<file path="config.mk">
export PLATFORM = sky130hd
export DESIGN_NAME = priority_encoder_16x4
export DESIGN_NICKNAME = d
export VERILOG_FILES = /design/src/rtl/priority_encoder_16x4.sv
export SDC_FILE = /design/constraint.sdc
export NUM_CORES = 1
export LEC_CHECK = 0
export CAP_MARGIN = 0
export CORE_AREA = 2 2 60 50
export CTS_BUF_LIST = sky130_fd_sc_hd__clkbuf_8
export DETAILED_ROUTE_END_ITERATION = 10
export DIE_AREA = 0 0 62 52
export GPL_TIMING_DRIVEN = 0
export MAX_ROUTING_LAYER = met4
export PLACE_DENSITY = 0.9
export SYNTH_ARGS = -nofsm -noshare
export SYNTH_HDL_FRONTEND = slang
export SYNTH_SLANG_ARGS = --single-unit
export TNS_END_PERCENT = 1
</file>
<file path="constraint.sdc">
create_clock -name clk -period 5.85 [get_ports clk]
set_input_delay 1.17 -clock clk [delete_from_list [all_inputs] [get_ports clk]]
set_output_delay 1.17 -clock clk [all_outputs]
set_load 0.1 [all_outputs]
</file>
<file path="src/rtl/priority_encoder_16x4.sv">
// Sequential 16-to-4 priority encoder: request pulses accumulate in a pending
// register and the highest pending index is handed out over a valid/ready slot.
module priority_encoder_16x4 #(
    parameter int N = 16,
    parameter int W = 4
) (
    input  logic         clk,
    input  logic         rst_n,
    input  logic [N-1:0] in,
    output logic [W-1:0] out,
    output logic         out_valid,
    input  logic         out_ready,
    output logic [N-1:0] pending,
    output logic         dropped
);

    // Handshake: a code transfers on a rising edge where out_valid && out_ready;
    // once out_valid is high, out and out_valid hold until that transfer happens.
    typedef enum logic {
        EMPTY = 1'b0,
        FULL  = 1'b1
    } slot_state_t;

    slot_state_t  slot;
    logic [W-1:0] sel;
    logic         slot_free;
    logic         load;
    logic [N-1:0] clear_mask;

    // Ascending scan so the last hit, the highest set bit, wins.
    always_comb begin
        sel = '0;
        for (int i = 0; i < N; i++) begin
            if (pending[i]) begin
                sel = W'(i);
            end
        end
    end

    assign slot_free  = (slot == EMPTY) || out_ready;
    assign load       = slot_free && (pending != '0);
    assign clear_mask = load ? ({{(N-1){1'b0}}, 1'b1} << sel) : '0;
    assign out_valid  = (slot == FULL);

    always_ff @(posedge clk or negedge rst_n) begin
        if (!rst_n) begin
            slot    <= EMPTY;
            out     <= '0;
            pending <= '0;
            dropped <= 1'b0;
        end else begin
            // OR-ing in after the clear lets a same-cycle request re-arm the served line.
            pending <= (pending & ~clear_mask) | in;
            dropped <= |(in & pending & ~clear_mask);
            if (load) begin
                out  <= sel;
                slot <= FULL;
            end else if ((slot == FULL) && out_ready) begin
                slot <= EMPTY;
            end
        end
    end

endmodule

</file>
==> impl_metrics.yaml <==
cts:
  cts_made_buffers: 3
  postCtsSetupBuffers: 0
  htreeDepth: 1
  ctsHoldBuffers: 0
  clk_pin_slew_worst_paths_ps: 80
  clkLatencyLatePin_ps: 270
  cts_sinks: 22
  cts_tree: "done"
  post_cts_resized: 0
  clock-root-buffer: "clkbuf_8"
  cts.path.max_buffers: 2
timing:
  min_period_ps: 3310
  fin_skew_ps: 6.10
  post-route-period-util: 0.566
  setup_viol: 0
  tightestPinTransition_ps: 983
  hold_viol_final: 0
  rsz0062_at_grt: "no"
  setup_tns_ps: 0
  drv_slew: 0
  fmax_ghz: 0.302
  slew_headroom: 0.343
synth:
  synth_area_per_cell_um2: 9.06
  yosysUniqueCellTypes: 41
  yosys.area_share.simple: 0.272
  ys_seq_elements: 22
  synth_compound_area_frac: 0.248
  synth_top_family_by_area: "simple AND/OR/NAND/NOR gates"
  yosysSeqAreaShare: 0.437
  synth_xor_area_frac: 0
  synth_area_leaders: "dfrtp_1 (44%), nand2_1 (6.3%), a21o_1 (6.0%)"
  ys_warn_count: 0
  yosys.area.top_type: "dfrtp_1"
  yosysTopAreaCellShare: 0.437
  synth_fp_nets: 158
  synthAdderAreaFrac: 0
  synth_mux_area_frac: 0.00894
  synth_area_mm2: 0.00126
  synth_cells: 139
floorplanning:
  io_pins: 41
  fp.dieW_um: 62
  die_h_um: 52
  row_count: 17
  dieArea_mm2: 0.00322
  start_util: 0.474
  core-area_mm2: 0.00266
cells_and_area:
  antenna_cells: 0
  drive_above_1_share: 0.0765
  stdcell_count: 221
  nNetsFinal: 203
  n_fill_cell: 220
  layout_commonest_cell: "clkdlybuf4s50_1"
  area_delta_synth_final_pct: 39.9
  utilization: 0.663
  layout_common_cells: "clkdlybuf4s50_1 (40), dfrtp_1 (22), nand2_1 (21), o21ai_0 (11), nor2_1 (11)"
grt:
  grtUsageTotal: 0.232
  overflow: 0
  grt_pass1_vias: 1202
  grt_pass1_wl_um: 5370
  grt_antenna_before_repair: 0
  grt_max_degree: 23
routing:
  drc: 0
  wl_per_cell_um: 14.5
  dr.pass1.iters: 5
  drt_iter0_drc: 93
  vias: 1245
  wl_um: 3220
  drtAntennaViolNets: 0
  viasPerCell: 5.63
flow_run:
  max-cap-violations: 0
placed_design:
  dp_hpwl_um: 2470
  gp_congestion: 0.893
  place_inst: 217
  io_buffers: 40
power:
  power_density_mw_per_mm2: 186
  total_leakage_power_nw: 0.643
  peakVddDrop_uv: 143
critical_path:
  crit_type: "input pin to flop"
  setup.worst_path.end_class: "flop"
  crit_slowest_cell: "clkdlybuf4s50_1"
  slowest_delay_ps: 480
  crit_chain: "clkdlybuf4s50_1, nor2b_1, clkbuf_1, o21ai_0, o2111ai_1, a311o_1, nor4_1, or4b_1"
  worstPathArrival_ps: 3440
  startpoint_type: "input pin"
  critPathMaxFanout: 10
  worstPathRequired_ps: 5980
worst_hold_path:
  hp-class: "flop to flop"
outcome:
  status: "finished clean"
-- synth_stat cells --
library cell  number
a31oi_1            1
a2111oi_2          1
or4b_1             1
o31ai_1            1
or2_1              1
inv_1              7
buf_2              1
a211o_2            1
and2_1             1
nor2b_1            2
a22o_1             2
nand2b_1           7
or3b_4             1
nor4_4             1
nor4_2             1
a311o_1            1
mux2_2             1
o2111ai_1          2
clkbuf_1           3
nand3_1            3
a21o_1            10
o311ai_0           1
a21oi_1            4
o41ai_1            2
and2b_1            1
or3_1              1
or4_1              1
o21ai_0           11
nor2_1            11
nor3_1             1
a211oi_2           1
nand2_2            1
o211a_1            1
nor4_1             5
dfrtp_1           22
o211ai_1           2
nand2_1           21
and3_1             1
nand2b_4           1
o31a_1             1
o22ai_1            1
-- power breakdown --
group          switching, mW  total (mW)  internal (mW)
logic                 0.0384      0.0615         0.0232
clock network         0.0510       0.111         0.0601
registers            0.00140       0.156          0.154
total                 0.0908       0.328          0.238
-- kinds of logic after synthesis --
group / after synthesis
AO/OA/AOI/OAI: 43
buffers and inverters: 11
flip-flops: 22
multiplexers: 1
AND/OR/NAND/NOR: 62
-- critical path: cells and delay by family --
kind	cells	cell delay [ps]
AOI/OAI and AO/OA	3	690
buffers and inverters	2	710
and+or+nand+nor	3	870
-- area by class of cell --
class | instances | area [um2] | share of cell area
Buffer | 4 | 16.3 | 0.00923
Inverter | 7 | 26.3 | 0.0149
Sequential cell | 22 | 551 | 0.312
Timing Repair Buffer | 40 | 400 | 0.227
Multi-Input combinational cell | 106 | 667 | 0.378
Tap cell | 38 | 47.5 | 0.0270
Clock buffer | 4 | 55.1 | 0.0312
-- layer usage --
| metal | vias to the layer above | global-route usage | share of wire |
|---|---|---|---|
| li1 | 596 | - | - |
| met1 | 575 | 0.300 | 0.44 |
| met2 | 68 | 0.372 | 0.48 |
| met3 | 6 | 0.0522 | 0.077 |
| met4 | 0 | 0.0496 | 0.0059 |
| met5 | - | - | 0 |
-- flip-flops by register name (all words and copies together), names as in the netlist --
register / cells
dropped: 1
out: 4
out_valid: 1
pending: 16
-- worst paths after layout --
check	startpoint	end	slack (ps)	cells after the start
worst min register to register	out[3]	out[3]	500	1
max in group asynchronous	rst_n	pending[0]	3810	1
worst max register to register	pending[5]	dropped	3010	6
min in group asynchronous	rst_n	pending[13]	1440	1
worst min-delay path	out[3]	out[3]	500	1
worst max-delay path	out_ready	dropped	2540	8
-- stage by stage --
stage / setup slack (ps) / power [mW] / cell area [um2] / hold WS (ps)
finish: 2540 / 0.328 / 1760 / 503
global route: 2390 / 0.343 / 1760 / 542
CTS: 2540 / 0.332 / 1760 / 509
detailed placement: 2300 / 0.220 / 1710 / 486
global placement: 2320 / 0.219 / 1710 / 490
floorplan: 2830 / 0.195 / 1260 / 874
Note: power is estimated with default switching activity, not from simulation.
